**src/rtl/avr_pkg.sv**
```systemverilog
// Shared definitions for the AVR data-RAM arbiter: owner encoding, selection
// states and the IO-space address decode.
package avr_pkg;

    typedef enum logic {
        OWN_CPU = 1'b0,
        OWN_DMA = 1'b1
    } owner_e;

    typedef enum logic [1:0] {
        SEL_IDLE  = 2'd0,
        SEL_CPU   = 2'd1,
        SEL_DMA   = 2'd2,
        SEL_FORCE = 2'd3
    } sel_e;

    localparam logic [15:0] IO_TOP_DEFAULT = 16'h0060;

    // Addresses below io_top belong to the peripheral space, not the RAM.
    function automatic logic is_io(input logic [15:0] addr, input logic [15:0] io_top);
        return addr < io_top;
    endfunction

endpackage

```
**src/rtl/avr_ram_arb_if.sv**
```systemverilog
// Bundle of CPU data port, secondary (DMA) port and RAM port around the arbiter.
// The arbiter uses the slave view; requesters and the RAM use the master view.
interface avr_ram_arb_if #(
    parameter int RAMBITS = 12
) ();

    logic [15:0]        cpu_addr;
    logic               cpu_wen;
    logic               cpu_ren;
    logic [7:0]         cpu_wdata;
    logic [7:0]         cpu_rdata;
    logic               cpu_wait;

    logic               dma_req;
    logic               dma_we;
    logic [15:0]        dma_addr;
    logic [7:0]         dma_wdata;
    logic               dma_gnt;
    logic               dma_rvalid;
    logic [7:0]         dma_rdata;
    logic               dma_err;

    logic [RAMBITS-1:0] ram_addr;
    logic               ram_wen;
    logic [7:0]         ram_wdata;
    logic [7:0]         ram_rdata;

    modport slave (
        input  cpu_addr, cpu_wen, cpu_ren, cpu_wdata,
        output cpu_rdata, cpu_wait,
        input  dma_req, dma_we, dma_addr, dma_wdata,
        output dma_gnt, dma_rvalid, dma_rdata, dma_err,
        output ram_addr, ram_wen, ram_wdata,
        input  ram_rdata
    );

    modport master (
        output cpu_addr, cpu_wen, cpu_ren, cpu_wdata,
        input  cpu_rdata, cpu_wait,
        output dma_req, dma_we, dma_addr, dma_wdata,
        input  dma_gnt, dma_rvalid, dma_rdata, dma_err,
        input  ram_addr, ram_wen, ram_wdata,
        output ram_rdata
    );

endinterface

```
**src/rtl/avr_arb_starve.sv**
```systemverilog
// Saturating count of consecutive denied DMA cycles and the sticky starved flag.
module avr_arb_starve #(
    parameter int STARVE_LIMIT = 8
) (
    input  logic clk,
    input  logic reset,
    input  logic req,
    input  logic deny,
    input  logic gnt,
    input  logic force_gnt,
    output logic at_limit,
    output logic starved
);

    localparam logic [7:0] LIMIT = 8'(STARVE_LIMIT);

    logic [7:0] cnt;

    always_ff @(posedge clk or posedge reset) begin
        if (reset) begin
            cnt     <= 8'd0;
            starved <= 1'b0;
        end else begin
            if (gnt || !req) begin
                cnt <= 8'd0;
            end else if (deny && (cnt != LIMIT)) begin
                cnt <= cnt + 8'd1;
            end
            if (force_gnt) begin
                starved <= 1'b1;
            end
        end
    end

    assign at_limit = (cnt == LIMIT);

endmodule

```
**src/rtl/avr_ram_arb.sv**
```systemverilog
// Shares the single-port data RAM between the CPU (fixed priority) and a
// secondary master whose wait is bounded by the starvation counter.
module avr_ram_arb
    import avr_pkg::*;
#(
    parameter int          RAMBITS      = 12,
    parameter logic [15:0] IO_TOP       = IO_TOP_DEFAULT,
    parameter int          STARVE_LIMIT = 8
) (
    input  logic         clk,
    input  logic         reset,
    avr_ram_arb_if.slave bus,
    output logic         starved
);

    logic   cpu_acc;
    logic   dma_io;
    logic   dma_legal;
    logic   at_limit;
    logic   dma_own;
    logic   deny;
    logic   force_sel;
    sel_e   sel;
    owner_e rd_owner;

    always_comb begin
        cpu_acc   = bus.cpu_wen | bus.cpu_ren;
        dma_io    = bus.dma_req & is_io(bus.dma_addr, IO_TOP);
        dma_legal = bus.dma_req & ~is_io(bus.dma_addr, IO_TOP);
    end

    // Owner selection: a saturated counter beats the CPU, otherwise the CPU wins.
    always_comb begin
        sel = SEL_IDLE;
        if (dma_legal && at_limit) begin
            sel = SEL_FORCE;
        end else if (cpu_acc) begin
            sel = SEL_CPU;
        end else if (dma_legal) begin
            sel = SEL_DMA;
        end
    end

    always_comb begin
        force_sel     = (sel == SEL_FORCE);
        dma_own       = (sel == SEL_DMA) || force_sel;
        deny          = (sel == SEL_CPU) && dma_legal;
        bus.dma_gnt   = dma_io | dma_own;
        bus.dma_err   = dma_io;
        bus.cpu_wait  = force_sel;
        if (dma_own) begin
            bus.ram_addr  = bus.dma_addr[RAMBITS-1:0];
            bus.ram_wen   = bus.dma_we;
            bus.ram_wdata = bus.dma_wdata;
        end else begin
            bus.ram_addr  = bus.cpu_addr[RAMBITS-1:0];
            bus.ram_wen   = bus.cpu_wen & ~force_sel;
            bus.ram_wdata = bus.cpu_wdata;
        end
    end

    avr_arb_starve #(
        .STARVE_LIMIT (STARVE_LIMIT)
    ) u_starve (
        .clk       (clk),
        .reset     (reset),
        .req       (bus.dma_req),
        .deny      (deny),
        .gnt       (bus.dma_gnt),
        .force_gnt (force_sel),
        .at_limit  (at_limit),
        .starved   (starved)
    );

    // Remembers whether this cycle's RAM read belongs to the DMA; the RAM
    // returns the data one cycle later.
    always_ff @(posedge clk or posedge reset) begin
        if (reset) begin
            rd_owner <= OWN_CPU;
        end else if (dma_own && !bus.dma_we) begin
            rd_owner <= OWN_DMA;
        end else begin
            rd_owner <= OWN_CPU;
        end
    end

    always_comb begin
        bus.dma_rvalid = (rd_owner == OWN_DMA);
        bus.dma_rdata  = bus.dma_rvalid ? bus.ram_rdata : 8'h00;
        bus.cpu_rdata  = bus.ram_rdata;
    end

endmodule

```
**src/flat_wrapper.sv**
```systemverilog
// flat-port wrapper written by rule: the top's interface ports become plain ports
module avr_ram_arb_flat import avr_pkg::*;
#(
    parameter int          RAMBITS      = 12,
    parameter logic [15:0] IO_TOP       = IO_TOP_DEFAULT,
    parameter int          STARVE_LIMIT = 8
)
  (clk, reset, starved, bus_cpu_addr, bus_cpu_wen, bus_cpu_ren, bus_cpu_wdata, bus_cpu_rdata, bus_cpu_wait, bus_dma_req, bus_dma_we, bus_dma_addr, bus_dma_wdata, bus_dma_gnt, bus_dma_rvalid, bus_dma_rdata, bus_dma_err, bus_ram_addr, bus_ram_wen, bus_ram_wdata, bus_ram_rdata);
  avr_ram_arb_if #(.RAMBITS(RAMBITS)) bus_i ();
  input  logic clk;
  input  logic reset;
  output logic starved;
  input wire logic [$bits(bus_i.cpu_addr)-1:0] bus_cpu_addr;
  input wire logic [$bits(bus_i.cpu_wen)-1:0] bus_cpu_wen;
  input wire logic [$bits(bus_i.cpu_ren)-1:0] bus_cpu_ren;
  input wire logic [$bits(bus_i.cpu_wdata)-1:0] bus_cpu_wdata;
  output wire logic [$bits(bus_i.cpu_rdata)-1:0] bus_cpu_rdata;
  output wire logic [$bits(bus_i.cpu_wait)-1:0] bus_cpu_wait;
  input wire logic [$bits(bus_i.dma_req)-1:0] bus_dma_req;
  input wire logic [$bits(bus_i.dma_we)-1:0] bus_dma_we;
  input wire logic [$bits(bus_i.dma_addr)-1:0] bus_dma_addr;
  input wire logic [$bits(bus_i.dma_wdata)-1:0] bus_dma_wdata;
  output wire logic [$bits(bus_i.dma_gnt)-1:0] bus_dma_gnt;
  output wire logic [$bits(bus_i.dma_rvalid)-1:0] bus_dma_rvalid;
  output wire logic [$bits(bus_i.dma_rdata)-1:0] bus_dma_rdata;
  output wire logic [$bits(bus_i.dma_err)-1:0] bus_dma_err;
  output wire logic [$bits(bus_i.ram_addr)-1:0] bus_ram_addr;
  output wire logic [$bits(bus_i.ram_wen)-1:0] bus_ram_wen;
  output wire logic [$bits(bus_i.ram_wdata)-1:0] bus_ram_wdata;
  input wire logic [$bits(bus_i.ram_rdata)-1:0] bus_ram_rdata;
  assign bus_i.cpu_addr = bus_cpu_addr;
  assign bus_i.cpu_wen = bus_cpu_wen;
  assign bus_i.cpu_ren = bus_cpu_ren;
  assign bus_i.cpu_wdata = bus_cpu_wdata;
  assign bus_cpu_rdata = bus_i.cpu_rdata;
  assign bus_cpu_wait = bus_i.cpu_wait;
  assign bus_i.dma_req = bus_dma_req;
  assign bus_i.dma_we = bus_dma_we;
  assign bus_i.dma_addr = bus_dma_addr;
  assign bus_i.dma_wdata = bus_dma_wdata;
  assign bus_dma_gnt = bus_i.dma_gnt;
  assign bus_dma_rvalid = bus_i.dma_rvalid;
  assign bus_dma_rdata = bus_i.dma_rdata;
  assign bus_dma_err = bus_i.dma_err;
  assign bus_ram_addr = bus_i.ram_addr;
  assign bus_ram_wen = bus_i.ram_wen;
  assign bus_ram_wdata = bus_i.ram_wdata;
  assign bus_i.ram_rdata = bus_ram_rdata;
  avr_ram_arb #(.RAMBITS(RAMBITS), .IO_TOP(IO_TOP), .STARVE_LIMIT(STARVE_LIMIT)) u_core (.clk(clk), .reset(reset), .bus(bus_i), .starved(starved));
endmodule
```
**config.mk**
```make
export PLATFORM = sky130hd
export DESIGN_NAME = avr_ram_arb_flat
export DESIGN_NICKNAME = d
export VERILOG_FILES = /design/src/rtl/avr_pkg.sv /design/src/rtl/avr_ram_arb_if.sv /design/src/rtl/avr_arb_starve.sv /design/src/rtl/avr_ram_arb.sv /design/src/flat_wrapper.sv
export SDC_FILE = /design/constraint.sdc
export NUM_CORES = 1
export LEC_CHECK = 0
export CAP_MARGIN = 0
export CORE_AREA = 3 3 67 69
export CTS_CLUSTER_DIAMETER = 40
export DETAILED_ROUTE_END_ITERATION = 8
export DIE_AREA = 0 0 70 72
export MAX_ROUTING_LAYER = met4
export PLACE_DENSITY_LB_ADDON = 0.08
export RECOVER_POWER = 25
export SYNTH_ARGS = -nofsm -noshare
export SYNTH_HDL_FRONTEND = slang
export SYNTH_SLANG_ARGS = --single-unit
```
**constraint.sdc**
```tcl
create_clock -name clk -period 2.1 [get_ports clk]
set_input_delay 0.525 -clock clk [delete_from_list [all_inputs] [get_ports clk]]
set_output_delay 0.525 -clock clk [all_outputs]
set_load 0.005 [all_outputs]
```
==> parameters.txt, run 1 <==
Parameter                              Value

Yosys
  Synth cell count leaders ... sky130_fd_sc_hd__mux2_4 (19), sky130_fd_sc_hd__dfrtp_1 (10), sky130_fd_sc_hd__nor2_1 (9)
  Simple-gate portion of the synthesized area ... 0.233
  Synth Flop Type ... sky130_fd_sc_hd__dfrtp_1
  Yosys Warn Count ... 0
  Main area contributors after synthesis ... sky130_fd_sc_hd__mux2_4 (28%), sky130_fd_sc_hd__dfrtp_1 (25%), sky130_fd_sc_hd__buf_4 (5.9%), sky130_fd_sc_hd__and2_1 (4.9%), sky130_fd_sc_hd__xor2_1 (4.3%)
  Fraction of synthesized cell area in xor and xnor cells ... 0.0517
  Area fraction in compound gates after synthesis ... 0.0431
  Fraction of synthesized cell area taken by the top area cell type ... 0.281
  Post-Syn Area per Cell ... 10.4 µm²
  Total standard cell area after synthesis ... 1020 µm²
  Largest area contributor in the synthesized netlist ... sky130_fd_sc_hd__mux2_4
  Most frequently used cell type in the post-synthesis netlist ... sky130_fd_sc_hd__mux2_4
  Number of enable-type register cells in the synthesized netlist ... 0
  Proportion of synthesized flip-flops having asynchronous set or reset ... 1.00
  Fraction of the yosys area taken by sequential cells ... 0.246
  Number of synthesized register bits ... 10
  Arithmetic-cell share of the synthesized area counting full adders, half adders and majority gates ... 0.0246
  Largest family of logic cells by synthesized area ... multiplexers
  Number of nets in the synthesized netlist ... 162
  Gate count of the mapped netlist ... 98
  Fraction of synthesized area in multiplexers ... 0.281
  Distinct cells, synth ... 26

Clock network
  Latest clock arrival within the worst-skew pair ... 240 ps
  Buffers from clock root to sink, at most ... 2
  Number of buffers inserted during clock tree synthesis ... 3
  H-tree depth reported by CTS ... 1
  CTS hold repair buffers ... 0
  CTS Root Buffer Type ... sky130_fd_sc_hd__clkbuf_8
  Clock-pin slew reported for the worst setup and hold paths after clock tree synthesis ... 50 ps
  TritonCTS sink count ... 10
  Clock tree from TritonCTS ... done

Status
  Status ... finished with violations
  Failing checks ... setup timing

Worst setup path
  R2r endpoint ... u_core.u_starve.cnt[7]$_DFFE_PP0P_
  Critical path endpoint ... bus_ram_addr[9]
  Worst path most repeated cell ... sky130_fd_sc_hd__buf_6
  Slowest cell delay on critical path ... 370 ps
  Worst Path Required ... 1570 ps
  Endpoint type of the worst setup path ... primary output
  Cell with the biggest individual delay on the critical path ... sky130_fd_sc_hd__dfrtp_1
  Cell count of the worst reg-to-reg path ... 8
  Timing startpoint of the critical path ... u_core.u_starve.cnt[1]$_DFFE_PP0P_
  Type of the worst setup path ... flop to primary output
  Largest driver fanout on the critical path ... 5
  Startpoint of the most critical register-to-register path ... u_core.u_starve.cnt[1]$_DFFE_PP0P_
  Startpoint class of the critical path ... flop
  Ordered cell list for the critical path ... inv_1 > ha_2 > nor4b_4 > a21oi_4 > nor2b_4 > buf_12 > buf_6 > mux2_4 > buf_6
  Arrival time worst endpoint ... 2110 ps
  Register-to-register setup slack ... 370 ps

Power and ir drop
  Highest ir drop seen on vdd ... 0.222 mV
  Power share of the clock group ... 0.314
  P_int ... 0.591 mW
  Net Switching ... 0.188 mW
  Total power consumption of the routed design ... 0.779 mW
  Share of total power consumed by net switching ... 0.241
  Pwr dens ... 336 nW/µm²
  Combinational fraction of design power ... 0.428
  Relative contribution of sequential cells to total power ... 0.258
  Total leakage power ... 1.15 nW

Floorplanning
  Initial standard-cell utilization of the core ... 0.256
  Floorplan core area ... 3970 µm²
  Horizontal die dimension ... 70 µm
  Die Footprint ... 5040 µm²
  Die H ... 72 µm
  Number of standard-cell rows in the floorplan ... 23
  I/O pin count ... 104

Timing
  Max Clock Skew ... 0.625 ps
  Worst slack on hold paths ... 466 ps
  Finish-stage setup viols ... 23
  Final Hold Fails ... 0
  Unrepaired setup endpoints after global routing ... true
  Smallest setup slack after layout ... -532 ps
  Share of the cycle needed by the critical path after routing ... 1.25
  Worst slew slack as a fraction of its limit ... 0.750
  Max-slew violation count ... 0
  Time the worst path needs with I/O delays and setup ... 2630 ps
  Maximum achievable frequency ... 0.380 GHz
  Actual transition at the worst max-transition pin ... 375 ps

Place
  Detail Placement HPWL ... 2880 µm
  RD Place Congestion ... 0.773
  Count of input and output buffers ... 99

Global routing
  Global-route wire length before repair ... 5800 µm
  Antenna violations before repair ... 0
  GRT Total Usage ... 0.145
  Maximum number of pins on one net before global-route repair ... 11
  Vias in the first global route ... 1,308
  Overflow after GRT ... 0

Layout
  Number of nets in the layout ... 290
  P&R area growth vs syn ... 128%
  Ratio of cells with drive above 1 in the final layout ... 0.476
  Antenna Cells ... 0

Worst hold path
  Worst min-delay path category ... flop to flop

Detailed routing
  Iteration-0 DRC count of the detailed router ... 37
  Number of vias in the routed layout ... 1,192
  TritonRoute pass-1 iters ... 4
  Detailed-route wire length per cell ... 13.6 µm
  Vias per Instance ... 4.33
  Number of design rule violations left after detail routing ... 0
  Final Routed Wirelength ... 3740 µm
  ANT nets after route ... 0

Job
  Max cap viols ... 0
## metrics by stage
stage          cell area (µm²)  instances  utilization  setup TNS (ps)  setup slack, ps
3_3_place_gp              2110        256        0.532          -27520            -1240
3_5_place_dp              2110        256        0.532          -28770            -1300
5_1_grt                   2320        275        0.583          -11740             -629
6_report                  2320        275        0.583           -9910             -532
2_1_floorplan             1020         98            -            -478            -26.6
4_1_cts                   2250        268        0.567          -10880             -562
## critical path: cells and delay by family (launching register included)
kind	cells	cell delay (ps)
adders and majority gates	1	170
DFF	1	370
AOI/OAI and AO/OA	1	140
muxes	1	280
and+or+nand+nor	2	490
buffers and inverters	4	410
## how the worst min path moves through the flow
| stage | start | end | slack (ps) | cells after the start |
|---|---|---|---|---|
| final | u_core.u_starve.starved$_DFFE_PP0P_ | u_core.u_starve.starved$_DFFE_PP0P_ | 470 | 1 |
| after CTS | u_core.u_starve.starved$_DFFE_PP0P_ | u_core.u_starve.starved$_DFFE_PP0P_ | 470 | 1 |
| after global routing | u_core.u_starve.starved$_DFFE_PP0P_ | u_core.u_starve.starved$_DFFE_PP0P_ | 470 | 1 |
| after global placement | u_core.u_starve.starved$_DFFE_PP0P_ | u_core.u_starve.starved$_DFFE_PP0P_ | 460 | 1 |
| after floorplan | reset | u_core.bus.dma_rvalid$_DFF_PP0_ | 370 | 1 |
| after detailed placement | u_core.u_starve.starved$_DFFE_PP0P_ | u_core.u_starve.starved$_DFFE_PP0P_ | 450 | 1 |
## cell families after synthesis
logic type,after synthesis
AND/OR/NAND/NOR,39
multiplexers,19
buffers and inverters,16
flip-flops,10
AO/OA/AOI/OAI,6
XOR/XNOR,6
adder cells (fa/ha/maj),2
## final cells by class
type / count / area (µm²)
Fill cell: 334 / 1650
Timing Repair Buffer: 132 / 1190
Multi-Input combinational cell: 73 / 732
Sequential cell: 10 / 250
Tap cell: 50 / 62.6
Clock buffer: 4 / 55.1
Inverter: 6 / 22.5
## repair_timing
action / CTS / global route
gates cloned: 1 / 2
pin swaps: 6 / 8
endpoints found under the hold margin: 0 / 0
gates resized for setup: 94 / 63
setup buffers: 8 / 6
endpoints found under the setup margin: 32 / 24
## layer usage
layer | GRT usage | vias up | wire [µm]
met3 | 0.0346 | 3 | 348
li1 | - | 581 | -
met1 | 0.153 | 536 | 1360
met4 | 0.0255 | 0 | 19
met5 | - | - | 0
met2 | 0.276 | 72 | 2010
## power by group through the flow
stage | sequential (mW) | clock, mW | combinational [mW]
2_1_floorplan | 0.206 | 0 | 0.108
3_3_place_gp | 0.204 | 0 | 0.315
3_5_place_dp | 0.204 | 0 | 0.318
4_1_cts | 0.201 | 0.247 | 0.320
5_1_grt | 0.202 | 0.259 | 0.359
6_report | 0.201 | 0.245 | 0.333
## state kept, by name (all words and copies together), names as in the netlist
name,flops
u_core.u_starve.cnt,8
u_core.bus.dma_rvalid,1
u_core.u_starve.starved,1
## cells in the final DEF, fill, tap and decap left out, types with 2 or more instances in the layout
master	count
sky130_fd_sc_hd__dlymetal6s2s_1	2
sky130_fd_sc_hd__buf_2	5
sky130_fd_sc_hd__xor2_1	5
sky130_fd_sc_hd__inv_1	5
sky130_fd_sc_hd__buf_4	26
sky130_fd_sc_hd__buf_6	12
sky130_fd_sc_hd__dfrtp_1	10
sky130_fd_sc_hd__clkdlybuf4s15_1	2
sky130_fd_sc_hd__clkbuf_2	19
sky130_fd_sc_hd__dlygate4sd2_1	9
sky130_fd_sc_hd__mux2_4	19
sky130_fd_sc_hd__clkbuf_16	2
sky130_fd_sc_hd__nor2_1	8
sky130_fd_sc_hd__nor2b_4	2
sky130_fd_sc_hd__clkbuf_8	4
sky130_fd_sc_hd__nand3_1	5
sky130_fd_sc_hd__nand2_1	4
sky130_fd_sc_hd__clkdlybuf4s50_1	52
sky130_fd_sc_hd__and3_1	2
sky130_fd_sc_hd__and2_1	8
sky130_fd_sc_hd__buf_12	2
Power figures use the tool's default switching activity.
==> run 2, diff against run 1 <==
CORE_AREA = 3 3 66 68   (was 3 3 67 69)
CTS_BUF_LIST = sky130_fd_sc_hd__clkbuf_8   (was unset)
DIE_AREA = 0 0 69 71   (was 0 0 70 72)
==> parameters.txt, run 2 (synthesis results as in run 1) <==
Parameter                              Value

Job
  Max cap viols ... 0

Timing
  Final Hold Fails ... 0
  Unrepaired setup endpoints after global routing ... true
  Max-slew violation count ... 0
  Actual transition at the worst max-transition pin ... 413 ps
  Worst slack on hold paths ... 472 ps
  Smallest setup slack after layout ... -482 ps
  Maximum achievable frequency ... 0.387 GHz
  Max Clock Skew ... 1.77 ps
  Setup total negative slack ... -9600 ps
  Finish-stage setup viols ... 23
  Time the worst path needs with I/O delays and setup ... 2580 ps
  Share of the cycle needed by the critical path after routing ... 1.23
  Worst slew slack as a fraction of its limit ... 0.724

Worst setup path
  Instance count on the critical path ... 8
  R2r endpoint ... u_core.u_starve.cnt[6]$_DFFE_PP0P_
  Slowest cell delay on critical path ... 390 ps
  Cell with the biggest individual delay on the critical path ... sky130_fd_sc_hd__dfrtp_1
  Ordered cell list for the critical path ... inv_1 > ha_1 > nor4b_4 > a21oi_4 > nor2b_4 > buf_6 > mux2_4 > buf_2
  Register-to-register setup slack ... 260 ps
  Startpoint class of the critical path ... flop
  Type of the worst setup path ... flop to primary output
  Bufs and invs on worst path ... 3
  Worst Path Required ... 1570 ps
  Largest driver fanout on the critical path ... 5
  Cell count of the worst reg-to-reg path ... 9
  Critical path's top delay family ... simple AND/OR/NAND/NOR gates
  Endpoint type of the worst setup path ... primary output
  Arrival time worst endpoint ... 2060 ps
  Startpoint of the most critical register-to-register path ... u_core.u_starve.cnt[0]$_DFFE_PP0P_

Layout
  Flip-flop count of the largest register, all copies and words added ... 8
  Antenna Cells ... 0
  Register name with the most flops ... u_core.u_starve.cnt
  Most frequent cells in the layout ... sky130_fd_sc_hd__clkdlybuf4s50_1 (52), sky130_fd_sc_hd__buf_4 (24), sky130_fd_sc_hd__buf_2 (20)
  Total of fill cells in the finished design ... 354
  Footprint of the flip-flops and latches ... 250 µm²
  Number of nets in the layout ... 294
  P&R area growth vs syn ... 127%
  Most common library cell in the layout ignoring fill and taps ... sky130_fd_sc_hd__clkdlybuf4s50_1
  Total area of multi-input combinational cells ... 753 µm²
  Final design instance area without fill ... 2310 µm²
  Ratio of cells with drive above 1 in the final layout ... 0.452

Status
  Status ... finished with violations
  Failing checks ... setup timing

Clock network
  CTS hold repair buffers ... 0
  CTS Root Buffer Type ... sky130_fd_sc_hd__clkbuf_8
  Clock-pin slew reported for the worst setup and hold paths after clock tree synthesis ... 50 ps
  H-tree depth reported by CTS ... 1
  Latest clock arrival within the worst-skew pair ... 230 ps
  TritonCTS sink count ... 10
  Clock tree from TritonCTS ... done
  Buffers from clock root to sink, at most ... 2
  Number of buffers inserted during clock tree synthesis ... 3

Place
  RD Place Congestion ... 0.775
  Worst slack, placed ... -1250 ps
  Placed instance area ... 2100 µm²
  Detail Placement HPWL ... 2880 µm
  Count of input and output buffers ... 99

Floorplanning
  Floorplan core area ... 3910 µm²
  Die Footprint ... 4900 µm²
  Horizontal die dimension ... 69 µm
  Die H ... 71 µm
  I/O pin count ... 104
  Number of standard-cell rows in the floorplan ... 23
  Initial standard-cell utilization of the core ... 0.260

Worst hold path
  Hold-critical path depth ... 1
  Worst min-delay path category ... flop to flop
  End point of the most critical hold path ... u_core.u_starve.starved$_DFFE_PP0P_
  Worst hold start ... u_core.u_starve.starved$_DFFE_PP0P_

Global routing
  Global Route met2 Usage ... 0.300
  Vias in the first global route ... 1,280
  Most crowded layer after global routing ... met2
  Overflow after GRT ... 0
  GRT Total Usage ... 0.162
  Antenna violations before repair ... 0
  Maximum number of pins on one net before global-route repair ... 11
  Global-route wire length before repair ... 6180 µm
  Met3 routing resource usage after global routing ... 0.0313
  Met1 usage in global routing ... 0.174

Detailed routing
  Vias per Instance ... 4.34
  ANT nets after route ... 0
  Final Routed Wirelength ... 3940 µm
  Detailed-route wire length per cell ... 14.2 µm
  TritonRoute pass-1 iters ... 3
  Number of vias in the routed layout ... 1,207
  Iteration-0 DRC count of the detailed router ... 22
  Number of design rule violations left after detail routing ... 0

Power and ir drop
  Total leakage power ... 1.14 nW
  Total power consumption of the routed design ... 0.737 mW
  Pwr dens ... 319 nW/µm²
  Highest ir drop seen on vdd ... 0.182 mV
==> run 2: cell count changes in the layout (fill, tap and decap cells not counted), moves of 3 or more <==
cell / before / now
sky130_fd_sc_hd__buf_2: 5 / 20
sky130_fd_sc_hd__buf_6: 12 / 15
sky130_fd_sc_hd__clkdlybuf4s15_2: 0 / 3
sky130_fd_sc_hd__clkbuf_2: 19 / 3
sky130_fd_sc_hd__dlygate4sd2_1: 9 / 16
==> run 2: metal layers <==
layer  part of all wire  up-vias  wire [µm]
met4             0.0028        0         11
met5                  0        -          0
met3              0.053        2        210
met1               0.38      564       1480
li1                   -      591          -
met2               0.57       50       2230
==> run 2: layout make-up <==
cell class / instances / share of cell area
Sequential cell: 10 / 0.108
Clock buffer: 3 / 0.0179
Tap cell: 50 / 0.0271
Inverter: 6 / 0.00976
Multi-Input combinational cell: 74 / 0.326
Timing Repair Buffer: 135 / 0.511
==> run 2: what timing repair did <==
| item | in CTS | in global routing |
|---|---|---|
| buffers inserted | 14 | 4 |
| pin swaps | 5 | 2 |
| gates cloned | 2 | 0 |
| resized for setup | 153 | 7 |
| endpoints found under the setup margin | 32 | 24 |
==> run 2: worst reg2reg max path: cells and delay by family (launching register included) <==
kind            cells  cell delay (ps)
compound gates      1              160
flops               1              390
buf+inv             4              440
simple gates        3              570
fa+ha+maj           1              140
==> run 2: how the worst max path moves through the flow <==
stage,from,to,slack [ps]
after floorplan,u_core.u_starve.cnt[0]$_DFFE_PP0P_,bus_ram_addr[0],-30
after global placement,bus_dma_addr[5],bus_ram_addr[11],-1240
after detailed placement,bus_dma_addr[6],bus_ram_addr[11],-1250
after CTS,u_core.u_starve.cnt[0]$_DFFE_PP0P_,bus_ram_addr[9],-440
after global routing,u_core.u_starve.cnt[0]$_DFFE_PP0P_,bus_ram_wdata[4],-600
final,u_core.u_starve.cnt[0]$_DFFE_PP0P_,bus_ram_wdata[4],-480
==> run 2: per-stage QoR <==
stage | cells | utilization
after floorplan | 98 | -
after global placement | 255 | 0.538
after detailed placement | 255 | 0.538
after CTS | 274 | 0.580
after global routing | 278 | 0.590
final | 278 | 0.590
==> run 2: report_power, final <==
part,switching [mW],internal (mW),total [mW]
Combinational,0.110,0.228,0.338
Clock,0.0711,0.125,0.196
Sequential,0.00413,0.198,0.202
==> run 3, diff against run 2 <==
CORE_AREA = 3 3 60 74   (was 3 3 66 68)
DIE_AREA = 0 0 63 77   (was 0 0 69 71)
==> parameters.txt, run 3 (synthesis results as in run 1) <==
Parameter                              Value

Layout
  Final core occ ... 0.631
  P&R area growth vs syn ... 139%
  Ratio of cells with drive above 1 in the final layout ... 0.487
  Most common library cell in the layout ignoring fill and taps ... sky130_fd_sc_hd__clkdlybuf4s50_1
  Antenna Cells ... 0
  Flip-flop count of the largest register, all copies and words added ... 8
  Most frequent cells in the layout ... sky130_fd_sc_hd__clkdlybuf4s50_1 (52), sky130_fd_sc_hd__buf_6 (27), sky130_fd_sc_hd__buf_4 (27)
  Total of fill cells in the finished design ... 324
  Filler-free cell count of the finished design ... 280
  Register name with the most flops ... u_core.u_starve.cnt
  Number of nets in the layout ... 291

Worst hold path
  Worst hold start ... u_core.u_starve.starved$_DFFE_PP0P_
  Hold-critical path depth ... 1
  End point of the most critical hold path ... u_core.u_starve.starved$_DFFE_PP0P_
  Worst min-delay path category ... flop to flop

Timing
  Max Clock Skew ... 1.08 ps
  Worst slack on hold paths ... 500 ps
  Max-slew violation count ... 0
  Final Hold Fails ... 0
  Time the worst path needs with I/O delays and setup ... 2650 ps
  Maximum achievable frequency ... 0.377 GHz
  Worst slew slack as a fraction of its limit ... 0.750
  Finish-stage setup viols ... 23
  Actual transition at the worst max-transition pin ... 375 ps
  Unrepaired setup endpoints after global routing ... true
  Share of the cycle needed by the critical path after routing ... 1.26
  Smallest setup slack after layout ... -549 ps

Global routing
  Antenna violations before repair ... 0
  Overflow after GRT ... 0
  Vias in the first global route ... 1,314
  Maximum number of pins on one net before global-route repair ... 11
  Global-route wire length before repair ... 6080 µm
  GRT Total Usage ... 0.165

Detailed routing
  Detailed-route wire length per cell ... 13.9 µm
  ANT nets after route ... 0
  Iteration-0 DRC count of the detailed router ... 25
  Final Routed Wirelength ... 3880 µm
  Number of design rule violations left after detail routing ... 0
  TritonRoute pass-1 iters ... 4
  Number of vias in the routed layout ... 1,200
  Vias per Instance ... 4.29

Power and ir drop
  Pwr dens ... 333 nW/µm²
  Total leakage power ... 1.16 nW
  Highest ir drop seen on vdd ... 0.156 mV

Place
  Detail Placement HPWL ... 3070 µm
  Number of placed instances, taps included ... 259
  Count of input and output buffers ... 99
  RD Place Congestion ... 0.768
  Worst slack, placed ... -1320 ps

Floorplanning
  Die H ... 77 µm
  Horizontal die dimension ... 63 µm
  Initial standard-cell utilization of the core ... 0.264
  Number of standard-cell rows in the floorplan ... 25
  Floorplan core area ... 3850 µm²
  Die Footprint ... 4850 µm²
  I/O pin count ... 104

Clock network
  Clock-pin slew reported for the worst setup and hold paths after clock tree synthesis ... 50 ps
  H-tree depth reported by CTS ... 1
  Number of buffers inserted during clock tree synthesis ... 3
  Buffers from clock root to sink, at most ... 2
  Clock tree from TritonCTS ... done
  Latest clock arrival within the worst-skew pair ... 240 ps
  CTS hold repair buffers ... 0
  CTS Root Buffer Type ... sky130_fd_sc_hd__clkbuf_8
  TritonCTS sink count ... 10

Worst setup path
  Bufs and invs on worst path ... 3
  Register-to-register setup slack ... 210 ps
  Worst Path Required ... 1570 ps
  Type of the worst setup path ... flop to primary output
  Startpoint class of the critical path ... flop
  Cell count of the worst reg-to-reg path ... 9
  Slowest cell delay on critical path ... 370 ps
  Startpoint of the most critical register-to-register path ... u_core.u_starve.cnt[1]$_DFFE_PP0P_
  R2r endpoint ... u_core.u_starve.cnt[5]$_DFFE_PP0P_
  Cell with the biggest individual delay on the critical path ... sky130_fd_sc_hd__dfrtp_1
  Critical path's top delay family ... simple AND/OR/NAND/NOR gates
  Endpoint type of the worst setup path ... primary output
  Arrival time worst endpoint ... 2120 ps
  Ordered cell list for the critical path ... inv_1 > ha_2 > nor4b_4 > a21oi_4 > nor2b_4 > clkbuf_16 > mux2_4 > buf_6
  Largest driver fanout on the critical path ... 4

Job
  Max cap viols ... 0

Status
  Failing checks ... setup timing
  Status ... finished with violations
## run 3: cell type report
| cell class | count | area [µm²] | share of cell area |
|---|---|---|---|
| clock buffers | 4 | 55.1 | 0.0227 |
| inverters | 6 | 22.5 | 0.00928 |
| multi-input cells | 73 | 754 | 0.311 |
| flip-flops and latches | 10 | 250 | 0.103 |
| well taps | 54 | 67.6 | 0.0278 |
| repair buffers | 133 | 1280 | 0.526 |
## run 3: report_power, final
group | switching (mW) | leakage [nW] | total, mW | internal (mW)
clock | 0.0781 | 0.0288 | 0.243 | 0.165
combinational | 0.113 | 0.996 | 0.364 | 0.251
sequential | 0.00335 | 0.138 | 0.202 | 0.198
total | 0.195 | 1.16 | 0.809 | 0.614
## run 3: worst max-delay path by stage
stage,startpoint,end,depth (start not counted)
detailed placement,bus_dma_addr[6],bus_ram_addr[3],6
global placement,bus_dma_addr[5],bus_ram_addr[0],6
CTS,u_core.u_starve.cnt[0]$_DFFE_PP0P_,bus_ram_addr[11],8
global route,u_core.u_starve.cnt[1]$_DFFE_PP0P_,bus_ram_wdata[2],8
finish,u_core.u_starve.cnt[1]$_DFFE_PP0P_,bus_ram_addr[3],8
floorplan,u_core.u_starve.cnt[0]$_DFFE_PP0P_,bus_ram_addr[0],7
## run 3: timing repair
action | in CTS | in global routing
cloned | 2 | 0
buffers inserted | 13 | 4
setup endpoints to repair | 32 | 24
endpoints found under the hold margin | 0 | 0
pin swaps | 7 | 6
gates resized for setup | 173 | 24
## run 3: per-stage QoR
step | instance area [µm²] | setup TNS (ps) | total power, mW
after floorplan | 1020 | -478 | 0.314
after global placement | 2110 | -27660 | 0.517
after detailed placement | 2110 | -29000 | 0.522
after CTS | 2280 | -10080 | 0.780
after global routing | 2430 | -12280 | 0.852
final | 2430 | -10480 | 0.809
## run 3: metal layers
metal  vias to the layer above  routed length, µm  GRT usage
met5                         -                  0          -
met1                       537               1210      0.155
li1                        585                  -          -
met4                         0                 48     0.0464
met3                         5                451     0.0571
met2                        73               2170      0.313
